[config.mk]
export PLATFORM = sky130hd
export DESIGN_NAME = sram_req_arbiter
export DESIGN_NICKNAME = d
export VERILOG_FILES = /design/src/rtl/sram_req_arbiter.sv
export SDC_FILE = /design/constraint.sdc
export NUM_CORES = 1
export LEC_CHECK = 0
export BUFFER_PORTS_ARGS = -buffer_cell sky130_fd_sc_hd__buf_4
export CORE_AREA = 3 3 124 126
export CTS_CLUSTER_DIAMETER = 40
export DETAILED_ROUTE_END_ITERATION = 8
export DIE_AREA = 0 0 127 129
export MAX_ROUTING_LAYER = met4
export PLACE_DENSITY = 0.49
export SYNTH_ARGS = -nofsm -noshare
export SYNTH_HDL_FRONTEND = slang
export SYNTH_SLANG_ARGS = --single-unit
[constraint.sdc]
create_clock -name clk -period 2.2 [get_ports clk]
set_clock_uncertainty 0.2 [all_clocks]
set_input_delay 0.55 -clock clk [delete_from_list [all_inputs] [get_ports clk]]
set_output_delay 0.55 -clock clk [all_outputs]
set_load 0.01 [all_outputs]
[src/rtl/sram_req_arbiter.sv]
// sram_req_arbiter: shares one sram-like memory port between the inst (IF) and
// data (EX/MEM) requesters. The data requester has priority. A granted request
// is held until the memory accepts it. A source-tag FIFO records who issued each
// accepted transaction, so in-order responses are routed back to that issuer.
module sram_req_arbiter #(
    parameter int MAX_OUTSTANDING = 2
) (
    input  logic        clk,
    input  logic        reset,
    input  logic        inst_req,
    input  logic        inst_wr,
    input  logic [1:0]  inst_size,
    input  logic [31:0] inst_addr,
    input  logic [3:0]  inst_wstrb,
    input  logic [31:0] inst_wdata,
    output logic        inst_addr_ok,
    output logic        inst_data_ok,
    output logic [31:0] inst_rdata,
    input  logic        data_req,
    input  logic        data_wr,
    input  logic [1:0]  data_size,
    input  logic [31:0] data_addr,
    input  logic [3:0]  data_wstrb,
    input  logic [31:0] data_wdata,
    output logic        data_addr_ok,
    output logic        data_data_ok,
    output logic [31:0] data_rdata,
    output logic        m_req,
    output logic        m_wr,
    output logic [1:0]  m_size,
    output logic [31:0] m_addr,
    output logic [3:0]  m_wstrb,
    output logic [31:0] m_wdata,
    input  logic        m_addr_ok,
    input  logic        m_data_ok,
    input  logic [31:0] m_rdata,
    output logic        err_orphan
);

    localparam int PW = (MAX_OUTSTANDING > 1) ? $clog2(MAX_OUTSTANDING) : 1;
    localparam int CW = $clog2(MAX_OUTSTANDING + 1);

    typedef enum logic [1:0] {IDLE, HOLD_INST, HOLD_DATA} state_e;

    state_e                     state_q, state_d;
    logic [MAX_OUTSTANDING-1:0] tags_q;      // 0 = inst, 1 = data
    logic [PW-1:0]              wptr_q, rptr_q;
    logic [CW-1:0]              cnt_q;
    logic                       orphan_q;

    logic gnt_inst, gnt_data;
    logic full, empty, push, pop, head_tag;

    // Fullness is taken from the registered count, so a pop in this cycle
    // does not free a slot until the next cycle.
    assign full  = (cnt_q == CW'(MAX_OUTSTANDING));
    assign empty = (cnt_q == '0);

    // Grant selection and next state. The grant is combinational in IDLE and
    // becomes sticky in HOLD_x until the memory accepts the request.
    always_comb begin
        state_d  = state_q;
        gnt_inst = 1'b0;
        gnt_data = 1'b0;
        if (!reset) begin
            case (state_q)
                IDLE: begin
                    if (!full && data_req)      gnt_data = 1'b1;
                    else if (!full && inst_req) gnt_inst = 1'b1;
                    if (gnt_data && !m_addr_ok) state_d = HOLD_DATA;
                    if (gnt_inst && !m_addr_ok) state_d = HOLD_INST;
                end
                HOLD_INST: begin
                    gnt_inst = 1'b1;
                    if (m_addr_ok) state_d = IDLE;
                end
                HOLD_DATA: begin
                    gnt_data = 1'b1;
                    if (m_addr_ok) state_d = IDLE;
                end
                default: state_d = IDLE;
            endcase
        end
    end

    assign m_req   = gnt_inst | gnt_data;
    assign m_wr    = gnt_data ? data_wr    : (gnt_inst ? inst_wr    : 1'b0);
    assign m_size  = gnt_data ? data_size  : (gnt_inst ? inst_size  : 2'b0);
    assign m_addr  = gnt_data ? data_addr  : (gnt_inst ? inst_addr  : 32'b0);
    assign m_wstrb = gnt_data ? data_wstrb : (gnt_inst ? inst_wstrb : 4'b0);
    assign m_wdata = gnt_data ? data_wdata : (gnt_inst ? inst_wdata : 32'b0);

    assign inst_addr_ok = gnt_inst & m_addr_ok;
    assign data_addr_ok = gnt_data & m_addr_ok;

    // Responses are routed by the tag at the head of the FIFO. A response that
    // arrives while the FIFO is empty has no owner and is dropped.
    assign push     = m_req & m_addr_ok;
    assign pop      = m_data_ok & !empty & !reset;
    assign head_tag = tags_q[rptr_q];

    assign inst_data_ok = pop & !head_tag;
    assign data_data_ok = pop &  head_tag;
    assign inst_rdata   = inst_data_ok ? m_rdata : 32'b0;
    assign data_rdata   = data_data_ok ? m_rdata : 32'b0;
    assign err_orphan   = orphan_q;

    // Grant FSM state register.
    always_ff @(posedge clk) begin
        if (reset) state_q <= IDLE;
        else       state_q <= state_d;
    end

    // Source-tag FIFO. Pointers wrap modulo depth, and push and pop may happen
    // in the same cycle.
    always_ff @(posedge clk) begin
        if (reset) begin
            tags_q <= '0;
            wptr_q <= '0;
            rptr_q <= '0;
            cnt_q  <= '0;
        end else begin
            if (push) begin
                tags_q[wptr_q] <= gnt_data;
                wptr_q <= (wptr_q == PW'(MAX_OUTSTANDING - 1)) ? '0 : wptr_q + 1'b1;
            end
            if (pop)
                rptr_q <= (rptr_q == PW'(MAX_OUTSTANDING - 1)) ? '0 : rptr_q + 1'b1;
            case ({push, pop})
                2'b10:   cnt_q <= cnt_q + 1'b1;
                2'b01:   cnt_q <= cnt_q - 1'b1;
                default: cnt_q <= cnt_q;
            endcase
        end
    end

    // Sticky flag for a response that arrives with no outstanding transaction.
    always_ff @(posedge clk) begin
        if (reset)                 orphan_q <= 1'b0;
        else if (m_data_ok && empty) orphan_q <= 1'b1;
    end

endmodule
=== After elaboration in Yosys (flattened, before gate mapping) ===
Index checks and enable logic that the tools add are counted.

* Register bits after elaboration: 9
* Bits of input ports: 180

* $add $sub $neg: 4
* $lt $le $gt $ge: 3
* Eq/ne operators: 7
* Multiplexer cells: 35
* Bitwise logic cells: 8
* Reduce and logical (&&, ||, !) cells: 16

{| class="wikitable"
|+ Operators by type and width
! cell !! number
|-
| 32-bit 2-to-1 mux || 6
|-
| 1-bit 2-to-1 mux || 16
|-
| 2-bit 2-to-1 mux || 5
|-
| 4-bit 2-to-1 mux || 2
|-
| 2-bit one-hot mux with 2 select lines || 2
|-
| 1-bit AND || 7
|-
| 2-bit equality test (second input constant) || 3
|-
| 1-bit logical AND || 6
|-
| 1-bit zero test || 5
|-
| 2-bit by 1-bit equality test with 1-bit output (second input constant) || 2
|-
| 2-bit zero test || 2
|-
| 1-bit by 2-bit < comparator with 1-bit output (second input constant) || 2
|-
| 1-bit one-hot mux with 2 select lines || 2
|-
| 3-bit inequality test (second input constant) || 1
|-
| 1-bit adder (second input constant) || 2
|-
| 2-bit by 1-bit adder with 2-bit output (second input constant) || 1
|-
| 2-bit bitwise mux || 1
|-
| 2-bit by 1-bit inequality test with 1-bit output (second input constant) || 1
|-
| 2-bit AND reduction || 1
|-
| 2-bit nonzero test || 1
|-
| 2-bit OR reduction || 1
|-
| 2-bit by 1-bit subtractor with 2-bit output (second input constant) || 1
|-
| 1-bit demux with 1-bit select || 1
|-
| 1-bit greater-or-equal comparator (second input constant) || 1
|-
| 1-bit bitwise OR || 1
|}

=== Logic depth before layout (Yosys ltp) ===
* Depth after elaboration: 13
* Gate-level depth with buffers: 10
* Mapped depth without buffers: 8

=== Worst setup path after synthesis ===
Ideal clock, no wire load.

* Kind: register to register
* From: register state_q[0]
* To: register cnt_q[1]
* Data arrival time: 2.017 ns
* Required time: 1.929 ns
* Setup slack: -0.088 ns
* Cell stages (with the launch flop): 10
* Path buffers: 2
* Period minus slack after synthesis: 2.288 ns
* Cell sequence: dfxtp_1 -> inv_1 -> ha_1 -> a31oi_4 -> buf_6 -> buf_2 -> a21o_1 -> ha_1 -> or3_1 -> a21oi_1

* Word-level cells in the longest chain between the ends: 7

{| class="wikitable"
|+ RTL lines
! element !! line !! RTL
|-
| from (decl) || 45 || <nowiki>state_e state_q, state_d;</nowiki>
|-
| from (signal assigned) || 111 || <nowiki>else state_q <= state_d;</nowiki>
|-
| 2-bit by 1-bit equality test with 1-bit output (tied with other cells) || 66 || <nowiki>case (state_q)</nowiki>
|-
| 1-bit one-hot mux with 2 select lines || 66 ||
|-
| 1-bit 2-to-1 mux || 65 || <nowiki>if (!reset) begin</nowiki>
|-
| 1-bit bitwise OR * || 86 || <nowiki>assign m_req = gnt_inst | gnt_data;</nowiki>
|-
| 1-bit AND * || 98 || <nowiki>assign push = m_req & m_addr_ok;</nowiki>
|-
| 2-bit by 1-bit equality test with 1-bit output / 2-bit equality test (equally long branches) || 129 || <nowiki>case ({push, pop})</nowiki>
|-
| 2-bit one-hot mux with 2 select lines / 2-bit nonzero test (equally long branches) || -- ||
|-
| to (signal assigned) || 130 || <nowiki>2'b10: cnt_q <= cnt_q + 1'b1;</nowiki>
|-
| to (signal assigned) || 131 || <nowiki>2'b01: cnt_q <= cnt_q - 1'b1;</nowiki>
|-
| to (signal assigned) || 132 || <nowiki>default: cnt_q <= cnt_q;</nowiki>
|-
| to (decl) || 48 || <nowiki>logic [CW-1:0] cnt_q;</nowiki>
|}

Every way passes the cells marked *; elsewhere a longest branch is shown, timed or not.
A chain may end at the register's enable or synchronous reset.

=== Worst setup path in the final report ===
* From: register state_q[0]
* To: output m_addr[14]

* Word-level cells in the longest chain between the ends: 5

{| class="wikitable"
|+ RTL lines
! element !! line !! RTL
|-
| 2-bit by 1-bit equality test with 1-bit output / 2-bit zero test (equally long branches) || 66 ||
|-
| 1-bit one-hot mux with 2 select lines || 66 ||
|-
| 1-bit 2-to-1 mux || 65 ||
|-
| 32-bit 2-to-1 mux || 89 || <nowiki>assign m_addr = gnt_data ? data_addr : (gnt_inst ? inst_addr : 32'b0);</nowiki>
|-
| 32-bit 2-to-1 mux * || 89 ||
|-
| to (decl) || 31 || <nowiki>output logic [31:0] m_addr,</nowiki>
|}

Marked as above.

==> out/qor.yml <==
run_status:
  status: "complete, but fails checks"
  violations: "negative setup slack"
synthesis:
  syn-num-nets: 603
  syn_area_um2: 2210
  ys.flop_type: "dfxtp_1"
  synth_common_cells: "104 x nand2_1, 78 x a21oi_1, 73 x nor2_1"
  synth-seq-cells: 9
  synthArstFlopShare_pct: 0
  seq_area_frac_synth_pct: 8.15
  synth_cell_types: 34
  synth_edf_count: 0
  synth_top_area_share_pct: 17.7
  yosys.area.top_type: "a21oi_1"
  synth.most_common_cell: "nand2_1"
  synth.area.top_cells: "a21oi_1 18%, nand2_1 18%, nand3_1 16%"
  postSynthCellCount: 419
  syn_avg_cell_area_um2: 5.27
  ys_warn_count: 0
placed_design:
  io_buffers: 320
  dpl.cell_count: 906
  gp_congestion: 0.842
  place_area_um2: 4930
  pre_cts_ws_ns: -0.450
  hpwl_um: 11400
floorplan:
  core_area_um2: 14400
  die_w_um: 127
  die_area_um2: 16400
  fp-row-count: 44
  initial_core_util_pct: 15.3
  die_h_um: 129
  io_pins: 321
cts:
  clk_latency_ns: 0.24
  cts_tree: "done"
  cts_sinks: 9
  cts_root_buf: "clkbuf_16"
  clk_pin_slew_ns: 0.04
  cts_made_buffers: 3
  cts_hold_buffers: 0
  clk_path_buf_depth: 2
  h-tree-depth: 1
global_route:
  grt_pass1_vias: 4158
  grt_overflow_total: 0
  grt_max_degree: 51
  track_usage_pct: 17.2
  antenna_found_initial: 0
  grt_pass1_wl_um: 22100
layout:
  stdcell_count: 949
  fin_area_um2: 6840
  drive_above_1_share_pct: 73.2
  antennaDiodeCount: 0
  area_growth_pct: 209
  multi_input_area_um2: 2770
  seq_area_um2: 191
  finalNetCount: 950
  nFillCells: 1387
worst_setup_path:
  crit_arrival_ns: 1.75
  r2r_slack_ns: -0.02
  crit_path_max_fanout: 17
  end_kind: "output port"
  endpoint: "m_addr[14]"
  ff2ff_path_depth: 9
  slowest_stage: "dfxtp_2"
  crit_required_ns: 1.45
  cp_cell_sequence: "buf_4 > ha_1 > a31o_4 > bufbuf_16 > nand3_1 > a21oi_2 > buf_4"
  reg2reg_from: "state_q[0]"
  cp_slowest_stage_delay_ns: 0.32
  crit_top_cell: "buf_4"
  startpoint: "state_q[0]"
  worstSetupPathType: "reg -> out"
  crit_path_start_kind: "register"
  r2r_end: "cnt_q[1]"
timing:
  worst_pin_slew_ns: 0.409
  fin_crit_sh_pct: 114
  finalCriticalPeriod_ns: 2.50
  fin_ws_ns: -0.302
  slew_violations: 0
  slew_headroom_pct: 72.1
  hold_slack_ns: 0.299
  hold_viol: 0
  clock.fmax_mhz: 400
  rsz0062_at_grt: "true"
  setup_viol: 129
flow_run:
  maxCapViolCount: 0
drt:
  drc_errors: 0
  firstDrtPassIters: 4
  detail-route-antenna-nets: 0
  drt-vias-per-instance: 4.67
  totalWireLength_um: 17500
  routed-via-count: 4432
  drt_iter0_markers: 175
  routedWlPerCell_um: 18.5
power:
  p_per_area_nw_per_um2: 355
  p_leak_nw: 3.04
  power_mw: 2.43
  peakVddDrop_v: 0.000229
hold_path:
  hold_class: "reg -> reg"
[where the power goes]
group | total [mW] | switching, mW | internal [mW]
sequential | 0.202 | 0.0198 | 0.182
clock | 0.328 | 0.0853 | 0.243
combinational | 1.90 | 0.910 | 0.989
total | 2.43 | 1.02 | 1.41
[flip-flops by register name, indices dropped and copies added (netlist names)]
register / count
tags_q: 2
rptr_q: 1
wptr_q: 1
cnt_q: 2
state_q: 2
err_orphan: 1
[through the flow]
stage               utilization [%]  TNS (ns)
CTS                            39.1    -20.67
finish                         47.4    -22.06
global placement               34.2    -17.18
detailed placement             34.2    -17.67
global route                   47.4    -29.37
floorplan                         -         0
[kinds of logic (layout without fill, tap and decap cells)]
family,after synthesis,after routing,share of synthesized area [%]
simple gates,266,266,51.4
compound gates,90,90,22.3
buf+inv,44,389,13.1
flops,9,9,8.15
fa+ha+maj,4,4,2.27
xor+xnor,3,3,1.19
mux,3,4,1.64
[per-layer routing]
layer / GRT usage [%] / part of all wire [%] / up-vias / routed length (um)
met5: - / 0 / - / 0
met4: 2.71 / 1.9 / 0 / 340
met3: 2.49 / 7.7 / 29 / 1340
met2: 32.7 / 54 / 242 / 9390
met1: 19.4 / 37 / 2054 / 6440
li1: - / - / 2107 / -
[cell type report]
cell class | instances | share of cell area (%)
sequential | 9 | 2.80
timing repair buffer | 383 | 52.0
multi-input combinational | 367 | 40.5
inverter | 2 | 0.146
clock buffer | 4 | 1.15
tap | 184 | 3.37
[worst max-delay path: cells and delay by family, from the launching register on]
kind	cells	cell delay, ns
buffers and inverters	3	0.58
adder cells (fa/ha/maj)	1	0.22
AND/OR/NAND/NOR	1	0.10
flip-flops	1	0.32
AO/OA/AOI/OAI	2	0.30
[how the worst min path moves through the flow]
| stage | start | to | cells after the start |
|---|---|---|---|
| floorplan | tags_q[1] | tags_q[1] | 2 |
| global placement | err_orphan | err_orphan | 2 |
| detailed placement | tags_q[0] | tags_q[0] | 2 |
| CTS | err_orphan | err_orphan | 2 |
| global route | err_orphan | err_orphan | 2 |
| finish | err_orphan | err_orphan | 2 |
[what timing repair did]
item,4_1_cts,5_1_grt
gates cloned,9,10
setup endpoints to repair,140,137
setup buffers,9,11
pin swaps,22,53
resized for setup,82,212
[cells in the final DEF, fill, tap and decap left out, types with 2 or more instances in the layout]
cell type / n
a21o_1: 2
a21oi_1: 34
a21oi_2: 44
a31o_4: 2
buf_12: 14
buf_16: 9
buf_4: 307
buf_6: 43
buf_8: 2
clkbuf_16: 10
dfxtp_1: 4
dfxtp_2: 3
dfxtp_4: 2
ha_1: 2
ha_4: 2
mux2_8: 2
nand2_1: 72
nand2_2: 7
nand2_4: 13
nand2_8: 12
nand2b_1: 3
nand3_1: 53
nand3_2: 17
nand3_4: 2
nor2_1: 17
nor2_2: 22
nor2_4: 34
nor2b_1: 3
nor3_1: 3
nor3_4: 2
o21ai_0: 4
xor2_1: 2
No activity file was read; power rests on OpenSTA's default activity.
